===== src/rtl/ttt_pkg.sv =====
// Shared definitions for the tic-tac-toe game sequencer: stone codes, FSM
// encodings, keypad bit positions and the eight winning-line masks.
package ttt_pkg;

  typedef enum logic [1:0] {
    STONE_EMPTY = 2'd0,
    STONE_X     = 2'd1,
    STONE_O     = 2'd2
  } stone_t;

  typedef enum logic [2:0] {
    ST_MAIN      = 3'd0,
    ST_PLAY      = 3'd1,
    ST_CHECK     = 3'd2,
    ST_OVER_WIN  = 3'd3,
    ST_OVER_DRAW = 3'd4
  } state_t;

  localparam int KEY_STAR = 9;
  localparam int KEY_ZERO = 10;
  localparam int KEY_HASH = 11;

  localparam logic [11:0] NONCELL_KEYS =
    (12'd1 << KEY_STAR) | (12'd1 << KEY_ZERO) | (12'd1 << KEY_HASH);

  // Cell i is bit i, numbered row-major from the top-left corner.
  localparam logic [8:0] LINE_R0 = 9'b000_000_111;
  localparam logic [8:0] LINE_R1 = 9'b000_111_000;
  localparam logic [8:0] LINE_R2 = 9'b111_000_000;
  localparam logic [8:0] LINE_C0 = 9'b001_001_001;
  localparam logic [8:0] LINE_C1 = 9'b010_010_010;
  localparam logic [8:0] LINE_C2 = 9'b100_100_100;
  localparam logic [8:0] LINE_D0 = 9'b100_010_001;
  localparam logic [8:0] LINE_D1 = 9'b001_010_100;

  localparam logic [7:0][8:0] WIN_LINES = {LINE_D1, LINE_D0, LINE_C2, LINE_C1,
                                           LINE_C0, LINE_R2, LINE_R1, LINE_R0};

  function automatic logic is_one_hot(input logic [11:0] v);
    return (v != 12'd0) && ((v & (v - 12'd1)) == 12'd0);
  endfunction

endpackage


===== src/rtl/ttt_game_ctrl_if.sv =====
// Connection bundle between the keypad scanner, the game sequencer and the
// display blocks.
interface ttt_game_ctrl_if;
  // key_data is a plain level (no valid/ready): the scanner holds the decoded
  // key while pressed; every other signal is a registered status level except
  // illegal, which is a single-cycle pulse.
  logic [11:0] key_data;
  logic        is_main;
  logic        turn_o;
  logic [17:0] board;
  logic [2:0]  state;
  logic [1:0]  winner;
  logic [8:0]  win_mask;
  logic [3:0]  move_cnt;
  logic        illegal;

  modport master (
    output key_data,
    input  is_main, turn_o, board, state, winner, win_mask, move_cnt, illegal
  );

  modport slave (
    input  key_data,
    output is_main, turn_o, board, state, winner, win_mask, move_cnt, illegal
  );
endinterface


===== src/rtl/ttt_line_check.sv =====
// Combinational win detector: flags every line fully owned by one stone code
// and ORs their masks together.
module ttt_line_check
  import ttt_pkg::*;
(
  input  logic [17:0] board,
  input  stone_t      stone,
  output logic        win,
  output logic [8:0]  win_mask
);

  logic [7:0] line_hit;

  always_comb begin
    line_hit = '0;
    win_mask = '0;
    for (int l = 0; l < 8; l++) begin
      line_hit[l] = 1'b1;
      for (int c = 0; c < 9; c++) begin
        if (WIN_LINES[l][c] && (board[2*c +: 2] != stone)) line_hit[l] = 1'b0;
      end
      if (line_hit[l]) win_mask = win_mask | WIN_LINES[l];
    end
  end

  assign win = |line_hit;

endmodule


===== src/rtl/ttt_game_ctrl.sv =====
// Tic-tac-toe game sequencer: key press edge detection, board/turn ownership,
// win/draw evaluation. Optional per-move timeout under TTT_TURN_TIMEOUT_EN.
module ttt_game_ctrl
  import ttt_pkg::*;
#(
  parameter int unsigned TIMEOUT_CYCLES = 500000000,
  parameter int          TMO_W          = 32
) (
  input  logic            clk,
  input  logic            rst,
  ttt_game_ctrl_if.slave  bus
);

  logic [11:0] key_q, key_prev;
  state_t      state_r;
  logic        is_main_r, turn_r, illegal_r, starter;
  logic [17:0] board_r, placed;
  stone_t      winner_r, last_stone, cur_stone;
  logic [8:0]  mask_r, occ, hit_mask;
  logic [3:0]  cnt_r;
  logic        press, cell_press, occupied, accept, expire, hit;

  assign press      = is_one_hot(key_q) && (key_prev == 12'd0);
  assign cell_press = press && ((key_q & NONCELL_KEYS) == 12'd0);
  assign cur_stone  = turn_r ? STONE_O : STONE_X;
  assign occupied   = |(occ & key_q[8:0]);
  assign accept     = (state_r == ST_PLAY) && cell_press && !occupied;

  always_comb begin
    occ    = '0;
    placed = board_r;
    for (int i = 0; i < 9; i++) begin
      occ[i] = (board_r[2*i +: 2] != 2'b00);
      if (key_q[i]) placed[2*i +: 2] = cur_stone;
    end
  end

  ttt_line_check u_line_check (
    .board    (board_r),
    .stone    (last_stone),
    .win      (hit),
    .win_mask (hit_mask)
  );

`ifdef TTT_TURN_TIMEOUT_EN
  logic [TMO_W-1:0] tmo;

  assign expire = (state_r == ST_PLAY) && (tmo == TMO_W'(TIMEOUT_CYCLES - 1));

  always_ff @(posedge clk or posedge rst) begin
    if (rst)                                        tmo <= '0;
    else if (state_r != ST_PLAY || accept || expire) tmo <= '0;
    else                                            tmo <= tmo + 1'b1;
  end
`else
  assign expire = 1'b0;
`endif

  always_ff @(posedge clk or posedge rst) begin
    if (rst) begin
      key_q      <= '0;
      key_prev   <= '0;
      state_r    <= ST_MAIN;
      is_main_r  <= 1'b1;
      turn_r     <= 1'b0;
      illegal_r  <= 1'b0;
      starter    <= 1'b0;
      board_r    <= '0;
      winner_r   <= STONE_EMPTY;
      last_stone <= STONE_EMPTY;
      mask_r     <= '0;
      cnt_r      <= '0;
    end else begin
      key_q     <= bus.key_data;
      key_prev  <= key_q;
      illegal_r <= 1'b0;
      case (state_r)
        ST_MAIN: begin
          if (press && key_q[KEY_STAR]) begin
            board_r   <= '0;
            cnt_r     <= '0;
            turn_r    <= starter;
            state_r   <= ST_PLAY;
            is_main_r <= 1'b0;
          end
        end
        ST_PLAY: begin
          // An accepted move outranks a simultaneous timeout expiry.
          if (cell_press) begin
            if (occupied) begin
              illegal_r <= 1'b1;
            end else begin
              board_r    <= placed;
              cnt_r      <= cnt_r + 4'd1;
              last_stone <= cur_stone;
              state_r    <= ST_CHECK;
            end
          end else if (press && key_q[KEY_HASH]) begin
            board_r   <= '0;
            cnt_r     <= '0;
            winner_r  <= STONE_EMPTY;
            mask_r    <= '0;
            state_r   <= ST_MAIN;
            is_main_r <= 1'b1;
          end else if (expire) begin
            turn_r <= ~turn_r;
          end
        end
        ST_CHECK: begin
          if (hit) begin
            winner_r <= last_stone;
            mask_r   <= hit_mask;
            state_r  <= ST_OVER_WIN;
          end else if (cnt_r == 4'd9) begin
            state_r <= ST_OVER_DRAW;
          end else begin
            turn_r  <= ~turn_r;
            state_r <= ST_PLAY;
          end
        end
        ST_OVER_WIN, ST_OVER_DRAW: begin
          if (press && (key_q[KEY_STAR] || key_q[KEY_HASH])) begin
            starter  <= ~starter;
            turn_r   <= ~starter;
            board_r  <= '0;
            cnt_r    <= '0;
            winner_r <= STONE_EMPTY;
            mask_r   <= '0;
            if (key_q[KEY_STAR]) begin
              state_r <= ST_PLAY;
            end else begin
              state_r   <= ST_MAIN;
              is_main_r <= 1'b1;
            end
          end
        end
        default: begin
          state_r   <= ST_MAIN;
          is_main_r <= 1'b1;
        end
      endcase
    end
  end

  assign bus.is_main  = is_main_r;
  assign bus.turn_o   = turn_r;
  assign bus.board    = board_r;
  assign bus.state    = state_r;
  assign bus.winner   = winner_r;
  assign bus.win_mask = mask_r;
  assign bus.move_cnt = cnt_r;
  assign bus.illegal  = illegal_r;

endmodule


===== src/flat_wrapper.sv =====
// flat-port wrapper written by rule: the top's interface ports become plain ports
module ttt_game_ctrl_flat import ttt_pkg::*;
#(
  parameter int unsigned TIMEOUT_CYCLES = 500000000,
  parameter int          TMO_W          = 32
)
  (clk, rst, bus_key_data, bus_is_main, bus_turn_o, bus_board, bus_state, bus_winner, bus_win_mask, bus_move_cnt, bus_illegal);
  ttt_game_ctrl_if bus_i ();
  input  logic clk;
  input  logic rst;
  input wire logic [$bits(bus_i.key_data)-1:0] bus_key_data;
  output wire logic [$bits(bus_i.is_main)-1:0] bus_is_main;
  output wire logic [$bits(bus_i.turn_o)-1:0] bus_turn_o;
  output wire logic [$bits(bus_i.board)-1:0] bus_board;
  output wire logic [$bits(bus_i.state)-1:0] bus_state;
  output wire logic [$bits(bus_i.winner)-1:0] bus_winner;
  output wire logic [$bits(bus_i.win_mask)-1:0] bus_win_mask;
  output wire logic [$bits(bus_i.move_cnt)-1:0] bus_move_cnt;
  output wire logic [$bits(bus_i.illegal)-1:0] bus_illegal;
  assign bus_i.key_data = bus_key_data;
  assign bus_is_main = bus_i.is_main;
  assign bus_turn_o = bus_i.turn_o;
  assign bus_board = bus_i.board;
  assign bus_state = bus_i.state;
  assign bus_winner = bus_i.winner;
  assign bus_win_mask = bus_i.win_mask;
  assign bus_move_cnt = bus_i.move_cnt;
  assign bus_illegal = bus_i.illegal;
  ttt_game_ctrl #(.TIMEOUT_CYCLES(TIMEOUT_CYCLES), .TMO_W(TMO_W)) u_core (.clk(clk), .rst(rst), .bus(bus_i));
endmodule

===== config.mk =====
export PLATFORM = sky130hd
export DESIGN_NAME = ttt_game_ctrl_flat
export DESIGN_NICKNAME = d
export VERILOG_FILES = /design/src/rtl/ttt_pkg.sv /design/src/rtl/ttt_game_ctrl_if.sv /design/src/rtl/ttt_line_check.sv /design/src/rtl/ttt_game_ctrl.sv /design/src/flat_wrapper.sv
export SDC_FILE = /design/constraint.sdc
export NUM_CORES = 1
export LEC_CHECK = 0
export CAP_MARGIN = 25
export CORE_MARGIN = 2
export CORE_UTILIZATION = 55
export CTS_BUF_LIST = sky130_fd_sc_hd__clkbuf_4 sky130_fd_sc_hd__clkbuf_8
export DETAILED_ROUTE_END_ITERATION = 8
export GPL_ROUTABILITY_DRIVEN = 0
export PLACE_DENSITY = 0.82
export SYNTH_ARGS = -nofsm -noshare
export SYNTH_HDL_FRONTEND = slang
export SYNTH_SLANG_ARGS = --single-unit

===== constraint.sdc =====
create_clock -name clk -period 3.5 [get_ports clk]
set_clock_uncertainty 0.1 [all_clocks]
set_input_delay 0.7 -clock clk [delete_from_list [all_inputs] [get_ports clk]]
set_output_delay 0.7 -clock clk [all_outputs]
set_load 0.02 [all_outputs]

==> reports/summary.json <==
{
  "timing": {
    "finalSetupTns_ps": 0,
    "worstMarginPinSlew_ps": 712,
    "max_freq_mhz": 315,
    "setup_violations": 0,
    "worst_slew_margin_rel": 0.526,
    "final-max-slew-violation-count": 0,
    "final.hold.worst_slack_ps": 389,
    "setup_repair_after_global_routing_missed_its_margin": "no",
    "finalCritPeriodShare": 0.907,
    "timing_hold_violations_final": 0,
    "timing.final.crit_period_ps": 3170
  },
  "synth": {
    "ys_types": 52,
    "synth_simple_gate_area_share": 0.183,
    "syn-instance-count": 321,
    "synth.cell_area_um2": 3300,
    "combinational_family_with_the_most_area_after_synthesis": "compound AO/OA/AOI/OAI gates",
    "muxShareOfSynthArea": 0.0156,
    "synth-adder-area-share": 0.0106,
    "ys.warnings.count": 0,
    "synth_seq_cells": 66,
    "synth_compound_gate_area_share": 0.213,
    "synth_nets": 337,
    "async_flop_share": 1.00,
    "synth_xor_area_frac": 0.0452,
    "synth_seq_area_share": 0.501,
    "synth-main-ff-cell": "dfrtp_1",
    "postSynthAreaPerCell_um2": 10.3,
    "post_synth_edffs": 0
  },
  "critical_path": {
    "critical-path-max-stage-delay_ps": 700,
    "crit_path_end": "u_core.bus.board[5]",
    "setup_crit_start_kind": "flop",
    "worst_setup_path_end_kind": "flop",
    "worst-r2r-cell-count": 7,
    "path_max_fanout": 14,
    "worstPathArrival_ps": 3310,
    "r2r_start": "u_core.key_q[1]",
    "reg2reg_slack_ps": 330,
    "worst_setup_startpoint": "u_core.key_q[1]",
    "crit_type": "reg -> reg",
    "timing.critical_path.max_delay_family": "compound AO/OA/AOI/OAI gates",
    "crit_slowest_cell": "or4_1",
    "timing.rr.end": "u_core.bus.board[5]",
    "crit_required_ps": 3640,
    "path_depth": 7,
    "cp_cell_sequence": "or4_1, a2111oi_4, o32a_2, nand3b_1, a21oi_2, o21ai_0, a22o_1",
    "worstPathBufferInverterCount": 0
  },
  "pwr": {
    "seq_power_share": 0.421,
    "power.net_switching_uw": 631,
    "intPower_uw": 1590,
    "clockPowerShare": 0.346,
    "swShare": 0.284,
    "peak_vdd_ir_uv": 452,
    "leakage_uw": 0.00170,
    "comb_power_share": 0.233,
    "power_per_cell_area_nw_per_um2": 538
  },
  "clock_tree": {
    "clock_insertion_delay_worst_skew_ps": 340,
    "post-cts-setup-buffers": 0,
    "cts_buffers": 9,
    "clkSlewWorstSetupHoldPaths_ps": 80,
    "cts_root_buffer": "clkbuf_8",
    "cts-htree-levels": 3,
    "cts_tree": "built",
    "cts_sinks": 66,
    "ctsHoldBuffers": 0,
    "clockBufferDepth": 2,
    "postCtsResizedCells": 0
  },
  "global_routing": {
    "grt_remaining_overflow": 0,
    "maximum_number_of_pins_on_one_net_before_global_route_repair": 24,
    "grt_util_all_layers": 0.261,
    "number_of_antenna_violations_at_the_first_check_in_global_routing": 0,
    "grt_first_pass_wirelength_mm": 13.0,
    "number_of_global_route_vias_before_repair": 2700
  },
  "drt": {
    "detail_route.vias_per_cell": 6.35,
    "drtAntennaViolNets": 0,
    "drc": 0,
    "drt_pass1_iterations": 5,
    "wire_per_inst_um": 17.8,
    "detailedRoute.firstIterationViolations": 259,
    "drt-total-wl_mm": 8.07,
    "via_count": 2885
  },
  "job": {
    "timing.max_cap.violations": 0
  },
  "place": {
    "post-place-cells": 438,
    "hpwlAfterDp_mm": 5.80,
    "port-buffer-count": 52,
    "postPlaceCellArea_um2": 3880
  },
  "status": {
    "run_status": "finished, final reports clean"
  },
  "floorplan": {
    "core_area_um2": 5850,
    "ios": 53,
    "start_util": 0.564,
    "placementRows": 28,
    "chipHeight_um": 81.4,
    "die_area_um2": 6630,
    "die-width_um": 81.4
  },
  "cells_and_area": {
    "most-common-layout-cells": "65 x dfrtp_1, 52 x clkdlybuf4s50_1, 25 x a22o_1, 24 x o21ai_0, 22 x nor2_1",
    "finish.instance_area_um2": 4130,
    "final_nets": 390,
    "final_common_cell": "dfrtp_1",
    "flow.area_growth_from_synthesis_pct": 25.2,
    "layout-drive-gt1-share": 0.100,
    "n_antenna_cell": 0,
    "finish.cell_count_without_fillers": 454,
    "layout.filler_cells": 409
  },
  "worst_hold_path": {
    "hold_class": "reg -> reg"
  }
}
==> synth_stat cells (3+ instances only) <==
| library cell | n | area [um2] |
|---|---|---|
| o21ai_1 | 7 | 35.0 |
| nand3_1 | 4 | 20.0 |
| buf_2 | 6 | 30.0 |
| inv_1 | 9 | 33.8 |
| nor4_1 | 7 | 43.8 |
| or2_2 | 6 | 37.5 |
| nand2b_1 | 3 | 18.8 |
| and2_1 | 3 | 18.8 |
| a211oi_1 | 3 | 22.5 |
| a21oi_1 | 7 | 35.0 |
| and3_1 | 11 | 68.8 |
| o2bb2ai_1 | 6 | 52.6 |
| clkbuf_1 | 8 | 30.0 |
| nand4_1 | 6 | 37.5 |
| o21ai_0 | 24 | 120 |
| xnor2_1 | 15 | 131 |
| o22ai_1 | 6 | 37.5 |
| a22o_1 | 25 | 219 |
| nand3b_1 | 3 | 22.5 |
| nor3_1 | 18 | 90.1 |
| o31a_1 | 3 | 26.3 |
| nor2_1 | 22 | 82.6 |
| dfrtp_1 | 65 | 1630 |
| mux2i_1 | 4 | 40.0 |
| nand2_1 | 15 | 56.3 |
==> power groups by stage <==
| stage | Combinational, uW | Clock (uW) | Sequential [uW] |
|---|---|---|---|
| after floorplan | 260 | 0 | 994 |
| after global placement | 507 | 0 | 943 |
| after detailed placement | 517 | 0 | 947 |
| after CTS | 520 | 772 | 934 |
| after global routing | 557 | 811 | 946 |
| final | 517 | 768 | 934 |
==> flip-flops by register name, indices dropped and copies added (netlist names) <==
name	count
u_core.bus.board	18
u_core.key_prev	12
u_core.key_q	12
u_core.bus.win_mask	9
u_core.bus.move_cnt	4
u_core.bus.state	3
u_core.bus.winner	2
u_core.last_stone	2
u_core.bus.illegal	1
u_core.bus.is_main	1
u_core.bus.turn_o	1
u_core.starter	1
==> metrics by stage <==
step	worst slack, ps	power (uW)	utilization
global route	74.2	2310	0.706
global placement	480	1450	0.663
CTS	339	2230	0.706
detailed placement	347	1460	0.663
finish	326	2220	0.706
floorplan	847	1250	-
==> cells by family (layout without fill, tap and decap cells) <==
family	Yosys count	count (layout)
simple gates	110	110
compound gates	96	96
flops	66	66
buf+inv	24	82
xor+xnor	17	17
mux	5	5
fa+ha+maj	3	3
==> routing by layer <==
layer,track usage,up-vias,part of all wire
met5,0,-,0
met4,0.0864,0,0.019
li1,-,1303,-
met2,0.441,113,0.51
met3,0.0560,17,0.055
met1,0.333,1452,0.42
==> worst min-delay path by stage <==
| stage | start | endpoint | cells after the start | slack, ps |
|---|---|---|---|---|
| final | u_core.bus.win_mask[2] | u_core.bus.win_mask[2] | 1 | 390 |
| after global routing | u_core.starter | u_core.starter | 1 | 410 |
| after CTS | u_core.bus.win_mask[2] | u_core.bus.win_mask[2] | 1 | 390 |
| after detailed placement | u_core.bus.win_mask[2] | u_core.bus.win_mask[2] | 1 | 370 |
| after global placement | u_core.bus.win_mask[4] | u_core.bus.win_mask[4] | 1 | 380 |
| after floorplan | u_core.key_q[8] | u_core.key_prev[8] | 0 | 250 |
==> cell type report <==
class                      count  area (um2)  share of cell area
inverter                       9        33.8             0.00818
clock buffer                  13         179              0.0433
multi-input combinational    231        1540               0.374
clock inverter                 3        68.8              0.0167
timing repair buffer          57         558               0.135
sequential                    66        1650               0.400
tap                           75        93.8              0.0227
Note: power is estimated with default switching activity, not from simulation.
